File: config.mk
export PLATFORM = sky130hd
export DESIGN_NAME = caesar_symbol_sequencer
export DESIGN_NICKNAME = d
export VERILOG_FILES = /design/src/rtl/caesar_symbol_sequencer.sv
export SDC_FILE = /design/constraint.sdc
export NUM_CORES = 1
export LEC_CHECK = 0
export CAP_MARGIN = 20
export CORE_UTILIZATION = 50
export DETAILED_ROUTE_END_ITERATION = 10
export PLACE_DENSITY = 0.72
export SYNTH_ARGS = -nofsm -noshare
export SYNTH_HDL_FRONTEND = slang
export SYNTH_SLANG_ARGS = --single-unit
File: constraint.sdc
create_clock -name Clk_50MHz -period 2.1 [get_ports Clk_50MHz]
set_input_delay 0.315 -clock Clk_50MHz [delete_from_list [all_inputs] [get_ports Clk_50MHz]]
set_output_delay 0.315 -clock Clk_50MHz [all_outputs]
set_load 0.01 [all_outputs]
File: src/rtl/caesar_symbol_sequencer.sv
// ---------------------------------------------------------------------------
// caesar_symbol_sequencer
//
// Source stage of the Caesar cipher datapath. Everything runs in the single
// Clk_50MHz domain. The symbol rate is set by a tick enable, not by a derived
// clock. Raw switches are synchronised and debounced, and the key is clamped
// to 0..25. The stage then emits a plaintext/cyphertext symbol stream with a
// one-cycle valid strobe.
//
// Parameters
//   TICK_DIV  clock cycles per symbol advance (>= 2)
//   DEBOUNCE  stable cycles needed to commit a switch change (>= 1)
//   SYM_MAX   last symbol value before wrapping to 0
//
// Ports
//   Clk_50MHz    in   system clock, rising edge
//   rst          in   asynchronous active-low reset
//   sw_key[4:0]  in   raw key switches (asynchronous)
//   sw_mode      in   raw mode switch (0 = encrypt, 1 = decrypt)
//   hold         in   raw pause switch (1 freezes the symbol)
//   symbol[5:0]  out  current symbol, 0..SYM_MAX
//   key[4:0]     out  committed key, 0..25
//   mode         out  committed mode
//   sym_valid    out  strobe: symbol/key/mode updated this cycle
//   key_clamped  out  committed raw key was above 25
// ---------------------------------------------------------------------------
module caesar_symbol_sequencer #(
    parameter int TICK_DIV = 50000000,
    parameter int DEBOUNCE = 500000,
    parameter int SYM_MAX  = 25
) (
    input  logic       Clk_50MHz,
    input  logic       rst,
    input  logic [4:0] sw_key,
    input  logic       sw_mode,
    input  logic       hold,
    output logic [5:0] symbol,
    output logic [4:0] key,
    output logic       mode,
    output logic       sym_valid,
    output logic       key_clamped
);

    localparam int TICK_W = (TICK_DIV > 2) ? $clog2(TICK_DIV) : 1;
    localparam int DB_W   = $clog2(DEBOUNCE + 1);

    localparam logic [TICK_W-1:0] TICK_LAST = TICK_W'(TICK_DIV - 1);
    localparam logic [DB_W-1:0]   DB_LAST   = DB_W'(DEBOUNCE);
    localparam logic [5:0]        SYM_LAST  = 6'(SYM_MAX);
    localparam logic [4:0]        KEY_MAX   = 5'd25;

    typedef enum logic [1:0] {
        S_INIT   = 2'd0,
        S_RUN    = 2'd1,
        S_RELOAD = 2'd2
    } state_t;

    // -----------------------------------------------------------------------
    // Two-flop synchronisers for the asynchronous switches
    // -----------------------------------------------------------------------
    logic [4:0] r_key_s1;
    logic [4:0] r_key_s2;
    logic       r_mode_s1;
    logic       r_mode_s2;
    logic       r_hold_s1;
    logic       r_hold_s2;

    // NOTE: sequential state is always written with non-blocking (<=)
    // assignments so every flop samples the pre-edge value of its inputs.
    // NOTE: the synchroniser flops are reset as well. This keeps the debounce
    // candidate at a known 0 right after reset, and no spurious change is
    // detected.
    always_ff @(posedge Clk_50MHz or negedge rst) begin
        if (!rst) begin
            r_key_s1  <= '0;
            r_key_s2  <= '0;
            r_mode_s1 <= 1'b0;
            r_mode_s2 <= 1'b0;
            r_hold_s1 <= 1'b0;
            r_hold_s2 <= 1'b0;
        end else begin
            r_key_s1  <= sw_key;
            r_key_s2  <= r_key_s1;
            r_mode_s1 <= sw_mode;
            r_mode_s2 <= r_mode_s1;
            r_hold_s1 <= hold;
            r_hold_s2 <= r_hold_s1;
        end
    end

    // -----------------------------------------------------------------------
    // Debounce
    //
    // The counter value in a cycle describes the candidate present in that
    // same cycle. It is 0 when the candidate matches the committed value, 1
    // in the first cycle of a new candidate, and +1 for each further stable
    // cycle. The candidate for the next cycle is already visible in the first
    // synchroniser stage. The next counter value is therefore computed from
    // that stage, so a change restarts the count in the cycle where it
    // appears. The commit fires at the end of the cycle where the count
    // equals DEBOUNCE.
    // -----------------------------------------------------------------------
    logic [5:0]      w_cand;
    logic [5:0]      w_cand_next;
    logic [5:0]      w_committed_next;
    logic            w_commit;
    logic [5:0]      r_committed;
    logic [DB_W-1:0] r_db_cnt;

    assign w_cand      = {r_mode_s2, r_key_s2};
    assign w_cand_next = {r_mode_s1, r_key_s1};

    // The count can only be non-zero while the candidate differs from the
    // committed value. The explicit compare keeps the commit safe even so.
    assign w_commit         = (r_db_cnt == DB_LAST) && (w_cand != r_committed);
    assign w_committed_next = w_commit ? w_cand : r_committed;

    always_ff @(posedge Clk_50MHz or negedge rst) begin
        if (!rst) begin
            r_committed <= '0;
            r_db_cnt    <= '0;
        end else begin
            r_committed <= w_committed_next;
            if (w_cand_next == w_committed_next) begin
                r_db_cnt <= '0;
            end else if (w_cand_next != w_cand) begin
                r_db_cnt <= DB_W'(1);
            end else begin
                r_db_cnt <= r_db_cnt + DB_W'(1);
            end
        end
    end

    // Key clamp. The displayed key saturates at 25. The flag follows the
    // committed raw value one cycle after the commit, which is the reload
    // cycle where the new key appears.
    logic [4:0] w_key_sat;
    logic       r_key_clamped;

    assign w_key_sat = (r_committed[4:0] > KEY_MAX) ? KEY_MAX : r_committed[4:0];

    always_ff @(posedge Clk_50MHz or negedge rst) begin
        if (!rst) begin
            r_key_clamped <= 1'b0;
        end else begin
            r_key_clamped <= (r_committed[4:0] > KEY_MAX);
        end
    end

    // -----------------------------------------------------------------------
    // Symbol-rate tick. The counter is free-running and ignores hold. It is
    // realigned only on a reload, so the first advance after a key/mode
    // change comes a full period after the reload strobe.
    // -----------------------------------------------------------------------
    logic [TICK_W-1:0] r_tick_cnt;
    logic              w_tick;
    state_t            r_state;

    assign w_tick = (r_tick_cnt == TICK_LAST);

    always_ff @(posedge Clk_50MHz or negedge rst) begin
        if (!rst) begin
            r_tick_cnt <= '0;
        end else if (r_state == S_RELOAD || w_tick) begin
            r_tick_cnt <= '0;
        end else begin
            r_tick_cnt <= r_tick_cnt + TICK_W'(1);
        end
    end

    // -----------------------------------------------------------------------
    // Sequencer FSM with registered outputs
    // -----------------------------------------------------------------------
    logic [5:0] r_symbol;
    logic [4:0] r_key;
    logic       r_mode;
    logic       r_sym_valid;
    logic [5:0] w_sym_inc;

    assign w_sym_inc = (r_symbol >= SYM_LAST) ? 6'd0 : (r_symbol + 6'd1);

    always_ff @(posedge Clk_50MHz or negedge rst) begin
        if (!rst) begin
            r_state     <= S_INIT;
            r_symbol    <= '0;
            r_key       <= '0;
            r_mode      <= 1'b0;
            r_sym_valid <= 1'b0;
        end else begin
            r_sym_valid <= 1'b0;
            case (r_state)
                S_INIT: begin
                    // Announce the post-reset state once. No commit can be
                    // pending here: the debounce needs at least three cycles
                    // after reset to reach one.
                    r_symbol    <= '0;
                    r_key       <= '0;
                    r_mode      <= 1'b0;
                    r_sym_valid <= 1'b1;
                    r_state     <= S_RUN;
                end
                S_RUN: begin
                    // A commit outranks a tick in the same cycle. The tick
                    // is dropped because the reload restarts the sequence.
                    if (w_commit) begin
                        r_state <= S_RELOAD;
                    end else if (w_tick && !r_hold_s2) begin
                        r_symbol    <= w_sym_inc;
                        r_sym_valid <= 1'b1;
                    end
                end
                S_RELOAD: begin
                    r_symbol    <= '0;
                    r_key       <= w_key_sat;
                    r_mode      <= r_committed[5];
                    r_sym_valid <= 1'b1;
                    r_state     <= S_RUN;
                end
                default: begin
                    r_state <= S_INIT;
                end
            endcase
        end
    end

    assign symbol      = r_symbol;
    assign key         = r_key;
    assign mode        = r_mode;
    assign sym_valid   = r_sym_valid;
    assign key_clamped = r_key_clamped;

endmodule

==> results, run 1 <==
- The post-route minimum period is 2036 ps.
- The antenna diode count is 0.
- Counting distinct cell types in the post-synthesis netlist gives 53.
- The clock network fraction of total power is 35.6%.
- The initial antenna violation count is 0.
- The final HPWL from detailed placement is 6132 µm.
- The peak supply drop is 0.3548 mV.
- The net switching component of the power is 0.6027 mW.
- The final critical-path share of the clock period is 96.96%.
- TritonCTS built the clock tree.
- Along the worst path, the maximum fanout reaches 3.
- The number of flops mapped to enable cells by yosys is 0.
- Among all flip-flop cells after synthesis, the most frequent one is sky130_fd_sc_hd__dfrtp_1.
- After technology mapping, the gate count stands at 391.
- The total core area is 0.007888 mm².
- The overall routed net length is 8988 µm.
- The number of cell rows is 32.
- 23 I/O pins were placed.
- Max-cap violations in this run came to 0.
- Once placement completed, the tool counted placed cells totaling 534.
- The post-route standard cell area excluding fillers is 0.004940 mm².
- For this run, the total global-route usage over all layers was measured as 21.71%.
- The number of synthesized register bits is 81.
- The via count is 3182.
- The worst setup path category is reg -> reg.
- The layout cell share with drive strength beyond 1 is 19.96%.
- The average instance in the mapped netlist occupies 10.60 µm².
- The chip width is 93.03 µm.
- The detailed-router iteration count before antenna repair is 4.
- At the placement stage, the worst setup path has a slack of -9.436 ps.
- For this configuration, the core starts out at a cell density of 52.52%.
- The via count of the first global-routing pass was 3032.
- The average via count per standard cell is 5.754.
- Per report_power, the sequential group accounts for 60.5% of the total.
- The count of input and output buffers is 22.
- Entering global routing, the biggest net connects 43 pins.
- After clock tree synthesis, the clock-pin slew on the worst setup and hold paths is 80 ps.
- The final layout contains 463 nets.
- Leaving out fill and tap cells, the most frequent cells in the layout are 81 x sky130_fd_sc_hd__dfrtp_1, 31 x sky130_fd_sc_hd__nor2_1, 31 x sky130_fd_sc_hd__buf_4, 30 x sky130_fd_sc_hd__xnor2_1, 26 x sky130_fd_sc_hd__nand2_1.
- At the later pin of the worst-skew pair, clock insertion delay measures 340 ps.
- The fraction of the yosys area taken by sequential cells is 48.93%.
- The post-detailed-placement cell area is 0.004691 mm².
- The clock net in this run drives a total of 81 sinks.
- The final setup violation count is 0.
- The average wire length per cell after detail routing is 16.25 µm.
- Across all setup checks in the final design, the least slack found is 63.93 ps.
- The endpoint class of the critical path is a flop.
- The clock root buffer is sky130_fd_sc_hd__clkbuf_8.
- Between clock sinks in the finished design, the worst skew comes to 6.237 ps.
- The number of max-slew violations in the final report is 0.
- For this run the aggregate overflow at the end of global routing stands at 0.
- After the first detailed-routing iteration, the DRC count stood at 211.
- The worst endpoint data arrival time is 2260 ps.
- Of all flip-flops after synthesis, the portion carrying an async set or reset was 100.0%.
- The internal power of the cells is 2.027 mW.
- At the pin with the least slew margin, the transition time is 647.0 ps.
- The floorplan step defined a die boundary enclosing 0.008654 mm².
- The non-filler instance count after layout is 553.
- In this run, CTS created clock tree buffers numbering 9.
- The relative contribution of combinational cells to total power is 3.9%.
- The maximum level of the CTS H-tree is 3.
- The clock tree buffer depth is 2.
- Dividing total power by cell area gives a power density of 532.4 mW/mm².
- The count of nets left with antenna violations once routing finished came out at 0.
- The global-route wire length before repair is 14660 µm.
- The warning count from the yosys run is 0.
- For the worst setup path, the data required time is 2330 ps.
- The flow ran to the end, and the final reports show no timing, DRC or antenna violations.
- The post-route DRC violation count is 0.
- The library cell used most frequently in the layout, excluding fill and tap cells, is sky130_fd_sc_hd__dfrtp_1.
- The cell area that synthesis handed to floorplanning was 0.004143 mm².
- The switching power as a share of total power is 22.92%.
- The die is 93.03 µm tall.
- The headroom to the max-slew limit is 56.67%.
- The min-delay analysis places its worst path in the category reg -> reg.
- The number of nets produced by synthesis is 406.
- STA classifies the critical path startpoint as a flop.
- In this run the static leakage power is 2.058 nW.
- The final RePlAce weighted congestion is 0.8635.
- The final hold violation count is 0.
- Relative to the synthesized area, the layout overhead comes to 19.24%.
- The top achievable clock speed is 491.1 MHz.
- Setup repair after global routing left no endpoint under its margin.
final timing paths:
kind | to | slack [ps] | from | cells past startpoint
max in group asynchronous | r_db_cnt[1] | 1000 | rst | 3
min reg2reg | r_hold_s2 | 370 | r_hold_s1 | 0
min | r_hold_s2 | 370 | r_hold_s1 | 0
max reg2reg | symbol[0] | 60 | r_tick_cnt[9] | 5
max | symbol[0] | 60 | r_tick_cnt[9] | 5
min in group asynchronous | r_tick_cnt[18] | 490 | rst | 2
layout make-up:
type                    instances  area (µm²)
clock buffers                  10       127.6
clock inverters                 4       22.52
fillers                       637        2948
inverters                      18       67.56
multi-input cells             282        2054
flip-flops and latches         81        2027
well taps                     102       127.6
repair buffers                 56       513.0
layer usage:
layer  share of wire [%]  track usage [%]  vias to the layer above  wire (µm)
met1                  47            32.61                     1584       4242
met2                  45            32.29                       74       4087
met5                   0                0                        -          0
li1                    -                -                     1512          -
met4                 1.5            3.846                        0        131
met3                 5.9            5.122                       12        527
power groups by stage:
stage	combinational (mW)	clock [mW]	sequential (mW)
after floorplan	0.0358	0	1.62
after global placement	0.0966	0	1.62
after detailed placement	0.0985	0	1.62
after CTS	0.101	0.968	1.59
after global routing	0.116	1.04	1.59
final	0.103	0.935	1.59
synth_stat cells (all sizes together) (2+ instances only):
library cell	number	area, µm²
nor3	16	85.08
nor3b	3	22.52
nor4bb	2	20.02
ha	6	75.07
nand4	9	71.32
o211ai	5	65.06
a21oi	7	35.03
clkbuf	9	33.78
buf	3	33.78
nand2	26	97.59
mux2	6	67.56
and4	7	62.56
o21a	2	15.01
dfrtp	81	2027
xor2	23	201.4
inv	18	67.56
a31oi	19	181.4
xnor2	30	262.8
and2	2	13.77
o31ai	2	15.01
nor2	32	136.4
and2b	2	17.52
or2	3	21.27
nor4	12	81.33
and3	4	25.02
or4	2	15.01
or3	3	18.77
o21ai	14	73.82
nand2b	6	37.54
nand3	22	110.1
o211a	4	40.04
or4b	2	23.77
cell families (layout without fill, tap and decap cells):
| family | after synthesis | count (layout) | share of synthesized area [%] |
|---|---|---|---|
| mux | 7 | 7 | 1.872 |
| xor+xnor | 53 | 53 | 11.20 |
| fa+ha+maj | 6 | 6 | 1.812 |
| flops | 81 | 81 | 48.93 |
| compound gates | 58 | 59 | 11.48 |
| buf+inv | 30 | 88 | 3.262 |
| simple gates | 156 | 157 | 21.44 |
flip-flops by register name, summed over array words and instances (netlist names):
name,cells
key,5
key_clamped,1
mode,1
r_committed,6
r_db_cnt,19
r_hold_s1,1
r_hold_s2,1
r_key_s1,5
r_key_s2,5
r_mode_s1,1
r_mode_s2,1
r_state,2
r_tick_cnt,26
sym_valid,1
symbol,6
per-stage QoR:
stage / hold slack (ps) / setup TNS (ps) / total power [mW] / utilization [%]
after floorplan: 19.41 / 0 / 1.654 / -
after global placement: 318.4 / 0 / 1.718 / 59.47
after detailed placement: 328.2 / -32.30 / 1.720 / 59.47
after CTS: 378.9 / 0 / 2.659 / 61.58
after global routing: 383.8 / 0 / 2.745 / 62.63
final: 367.1 / 0 / 2.630 / 62.63
critical path, stage by stage, from the launching register on:
cell and delay [ps]:
sky130_fd_sc_hd__dfrtp_1 430, sky130_fd_sc_hd__nor4bb_2 330, sky130_fd_sc_hd__nand4_1 180, sky130_fd_sc_hd__or4_1 630
sky130_fd_sc_hd__o21ai_2 240, sky130_fd_sc_hd__mux2i_1 100
repair_timing:
action / in CTS / in global routing
endpoints found under the hold margin: 39 / 0
pin swaps: 6 / 5
endpoints found under the setup margin: 18 / 23
cloned: 0 / 2
buffers inserted: 0 / 2
gates resized for setup: 1 / 8
hold buffers: 1 / 0
Note: power is estimated with default switching activity, not from simulation.
==> run 2, diff against run 1 <==
--- a/config.mk
+++ b/config.mk
@@ -5,8 +5,10 @@
 export SDC_FILE = /design/constraint.sdc
 export NUM_CORES = 1
 export LEC_CHECK = 0
+export ABC_AREA = 1
 export CAP_MARGIN = 20
 export CORE_UTILIZATION = 50
+export CTS_CLUSTER_SIZE = 10
 export DETAILED_ROUTE_END_ITERATION = 10
 export PLACE_DENSITY = 0.72
 export SYNTH_ARGS = -nofsm -noshare
==> run 2 against run 1 <==
Against the previous run:
- the run now ends with negative setup slack left
- critical path depth rose by 11
- clock power is 24% higher
- clock skew grew 1.3 ps
- worst hold slack got worse by 1.3 ps
- sequential cell count unchanged
- via count grew 15%
- utilization shrank 0.78 points
- register-to-register slack worse by 80 ps
- maximum frequency decreased by 3.7%
==> results, run 2 <==
- The die footprint was 0.009116 mm² (+5.3%).
- The count of input and output buffers is 22 (unchanged).
- The kind of start point of the critical path is a flop.
- The post-synthesis async set-or-reset flop share is 100.0% (unchanged).
- The commonest cells after synthesis are 129 x sky130_fd_sc_hd__nand2_1, 81 x sky130_fd_sc_hd__dfrtp_1, 75 x sky130_fd_sc_hd__nor2_1, 65 x sky130_fd_sc_hd__inv_1, 54 x sky130_fd_sc_hd__nand3_1.
- The transition time at the pin with the least slew margin was 425.2 ps (-221.8 ps).
- The total core area is 0.008341 mm² (+5.7%).
- The maximum level of the CTS H-tree came to 3 (unchanged).
- The number of flops mapped to enable cells by yosys is 0 (unchanged).
- In the layout the commonest cells are 122 x sky130_fd_sc_hd__nand2_1, 81 x sky130_fd_sc_hd__dfrtp_1, 67 x sky130_fd_sc_hd__nor2_1, 63 x sky130_fd_sc_hd__inv_1, 54 x sky130_fd_sc_hd__nand3_1.
- The number of cells on the worst reg-to-reg path is 16 (+11).
- The biggest area contributor in the post-synthesis netlist is sky130_fd_sc_hd__dfrtp_1.
- The core occupancy in the finished layout was 61.85% (-0.78 points).
- The boundary pin count is 23 (unchanged).
- The leakage power summed over all cells was 2.390 nW (+16%).
- The global routing usage summed across all routing layers is 21.57% (-0.14 points).
- The final HPWL from detailed placement came to 6521 µm (+6.3%).
- The initial antenna violation count is 0 (unchanged).
- The average via count per standard cell was 5.186 (-9.9%).
- The number of instances in the synthesized netlist is 550 (+41%).
- The summed negative setup slack over all endpoints is -48.48 ps (-48.48 ps).
- The global-route wire length before repair came to 15310 µm (+4.5%).
- The max-cap violation count is 0 (unchanged).
- The data required time of the critical path is 2340 ps (about the same).
- Setup repair after global routing could not meet its margin everywhere.
- The final critical-path share of the clock period was 100.7% (+3.7 points).
- The starting density of the core is 52.39% (-0.14 points).
- The post-route minimum period is 2114 ps (+77.69 ps).
- The insertion delay to the later sink of the worst-skew pair is 350 ps (about the same).
- The post-detailed-placement cell area came to 0.004818 mm² (+2.7%).
- For hold timing, the worst endpoint is r_hold_s2.
- The final reports fail on negative setup slack.
- The tree is rooted in a sky130_fd_sc_hd__clkbuf_8.
- The number of nets produced by synthesis came to 565 (+39%).
- The sequential cell area is 0.002027 mm² (unchanged).
- In this run the critical register-to-register path is launched from r_db_cnt[0].
- By area the synthesized netlist is led by sky130_fd_sc_hd__dfrtp_1 46%, sky130_fd_sc_hd__nand2_1 11%, sky130_fd_sc_hd__nor2_1 6.4%.
- The chip width came to 95.48 µm (+2.6%).
- The final setup violation count is 7 (+7).
- The overall routed net length is 9005 µm (+0.19%).
- Among all cell types in the netlist, the one instantiated most often is sky130_fd_sc_hd__nand2_1.
- The overall power after layout is 2.861 mW (+8.8%).
- The via count of the first global-routing pass is 3547 (+17%).
- The headroom to the max-slew limit is 71.65% (+15 points).
- The maximum number of pins on one net before global-route repair is 34 (-21%).
- The average wire length per cell after detail routing was 12.75 µm (-22%).
- The mean instance size in the synthesized netlist is 7.944 µm² (-25%).
- The worst endpoint data arrival time is 2350 ps (+90 ps).
- The worst setup path category is reg -> reg.
- In this run the worst hold path is classified as reg -> reg.
- The post-route standard cell area excluding fillers is 0.005159 mm² (+4.4%).
- The peak supply drop came to 0.3135 mV (-12%).
- The clock tree skew after final layout is 7.515 ps (+1.278 ps).
- The clock tree buffer depth was 2 (unchanged).
- The via count is 3661 (+15%).
- The netlist area before placement was 0.004369 mm² (+5.5%).
- The detailed-router iteration count before antenna repair is 4 (unchanged).
- The startpoint of the lowest-slack hold path is r_hold_s1.
- The number of fillers in the final layout was 717 (+13%).
- The warning count from the yosys run is 0 (unchanged).
- The number of cell rows came to 33 (+3.1%).
- The clock-pin transition on the worst setup and hold timing paths was 80 ps (about the same).
- The area share of the largest cell type after synthesis is 46.39% (-2.5 points).
- The number of sinks driven by the clock tree is 81 (unchanged).
- The vertical extent of the die came to 95.48 µm (+2.6%).
- The post-route DRC violation count is 0 (unchanged).
- The number of max-slew violations in the final report is 0 (unchanged).
- The flow ran to the end, but the final reports show violations.
- The maximum net fanout on the critical path was 7 (+4).
- In the final layout, the registers with the most flip-flops are r_tick_cnt (26), r_db_cnt (19).
- The setup slack after layout came to -13.76 ps (-77.69 ps).
- The register-to-register path setup slack came to -10 ps (-80 ps).
- The area growth from synthesis to layout is 18.07%.
- The TritonCTS buffer count is 9 (unchanged).
- The top achievable clock speed came to 473.1 MHz (-3.7%).
- The flip-flop count of the largest register after layout was 26 (unchanged).
- Among all flip-flop cells after synthesis, the most frequent one is sky130_fd_sc_hd__dfrtp_1.
- The number of synthesized register bits is 81 (unchanged).
- The power density of the placed cells came to 554.6 mW/mm² (+4.2%).
- The remaining global-route overflow is 0 (unchanged).
- The final hold violation count is 0 (unchanged).
- TritonCTS built the clock tree.
- The antenna diode count is 0 (unchanged).
- The register with the highest flop count is r_tick_cnt.
- The hold-critical path depth is 0 (unchanged).
- The number of routed nets with antenna violations was 0 (unchanged).
- The number of nets at the end of the flow is 611 (+32%).
- In this run the critical register-to-register path is captured at r_db_cnt[14].
- The detailed router's first-iteration violation count came to 174 (-18%).
- The final worst hold slack is 365.8 ps (-1.302 ps).
- The count of distinct cell types in the synthesized netlist is 35 (-34%).
- The fraction of the yosys area taken by sequential cells is 46.39% (-2.5 points).
- The final RePlAce weighted congestion came to 0.9589 (+11%).
- STA classifies the critical path endpoint as a flop.
- The multi-input gate area in the final layout is 0.002108 mm² (+2.6%).
- The leading cell type in the layout, fill and taps excluded is sky130_fd_sc_hd__nand2_1.
- The layout cell share with drive strength beyond 1 is 16.81% (-3.2 points).
[run 2: power breakdown]
part | total (mW) | internal (mW) | switching [mW]
clock network | 1.16 | 0.615 | 0.549
logic | 0.108 | 0.0419 | 0.0656
registers | 1.59 | 1.57 | 0.0169
[run 2: critical path: stages (launching register included)]
cell                        delay, ps
sky130_fd_sc_hd__dfrtp_1          420
sky130_fd_sc_hd__inv_2             90
sky130_fd_sc_hd__ha_4             140
sky130_fd_sc_hd__inv_2             30
sky130_fd_sc_hd__nor2_1            80
sky130_fd_sc_hd__nand3_1           90
sky130_fd_sc_hd__nor2_2           170
sky130_fd_sc_hd__nand2_2          100
sky130_fd_sc_hd__nand2_2           80
sky130_fd_sc_hd__nand2_2           60
sky130_fd_sc_hd__nand2_2           70
sky130_fd_sc_hd__nand2_2           60
sky130_fd_sc_hd__nor2_4           110
sky130_fd_sc_hd__nand3_4           90
sky130_fd_sc_hd__nor2_8           160
sky130_fd_sc_hd__clkbuf_16        200
sky130_fd_sc_hd__nor2_4            30
[run 2: final cells by class]
class	count	area share [%]
Inverter	73	5.336
Sequential cell	81	39.29
Clock buffer	12	3.008
Clock inverter	4	0.9944
Tap cell	105	2.547
Multi-Input combinational cell	391	40.87
Timing Repair Buffer	40	7.955
[run 2: worst max path at each step]
stage,from,to,slack [ps]
detailed placement,r_db_cnt[0],r_db_cnt[2],9
global placement,r_db_cnt[0],r_db_cnt[6],80
finish,r_db_cnt[0],r_db_cnt[14],-10
floorplan,r_db_cnt[0],r_db_cnt[10],150
CTS,r_db_cnt[0],r_db_cnt[2],30
global route,r_db_cnt[0],r_db_cnt[13],-160
[run 2: per-stage QoR]
stage	setup WS [ps]	instances
global route	-160.2	706
floorplan	154.7	550
CTS	27.33	702
global placement	76.28	685
detailed placement	9.216	685
finish	-13.76	706
[run 2: cells by family (layout without fill, tap and decap cells)]
group                      count (synthesis)  in the layout  synth area share (%)
and+or+nand+nor                          334            334                 37.20
AOI/OAI and AO/OA                         40             40                 5.384
xor gates and xnor gates                  11             11                 2.205
buffers and inverters                     78            129                 7.102
DFF                                       81             81                 46.39
adders and majority gates                  6              6                 1.718
[run 2: repair_timing]
item	4_1_cts	5_1_grt
gates resized for setup	1	23
hold buffers	1	0
endpoints found under the hold margin	31	0
setup endpoints to repair	5	31
buffers inserted	0	3
gates cloned	0	1
pin swaps	0	10
[run 2: per-layer routing]
| layer | vias up | part of all wire, % | wire, µm | track usage, % |
|---|---|---|---|---|
| met5 | - | 0 | 0 | 0 |
| met4 | 0 | 1.6 | 143 | 7.463 |
| met3 | 16 | 3.7 | 334 | 4.785 |
| met2 | 79 | 49 | 4376 | 34.94 |
| met1 | 1725 | 46 | 4150 | 28.44 |
| li1 | 1841 | - | - | - |
==> run 3, diff against run 2 <==
--- a/config.mk
+++ b/config.mk
@@ -10,6 +10,7 @@
 export CORE_UTILIZATION = 50
 export CTS_CLUSTER_SIZE = 10
 export DETAILED_ROUTE_END_ITERATION = 10
+export HOLD_SLACK_MARGIN = 0.02
 export PLACE_DENSITY = 0.72
 export SYNTH_ARGS = -nofsm -noshare
 export SYNTH_HDL_FRONTEND = slang
==> results of run 3 <==
Final layout, timing and power as in run 2 (identical DEF).
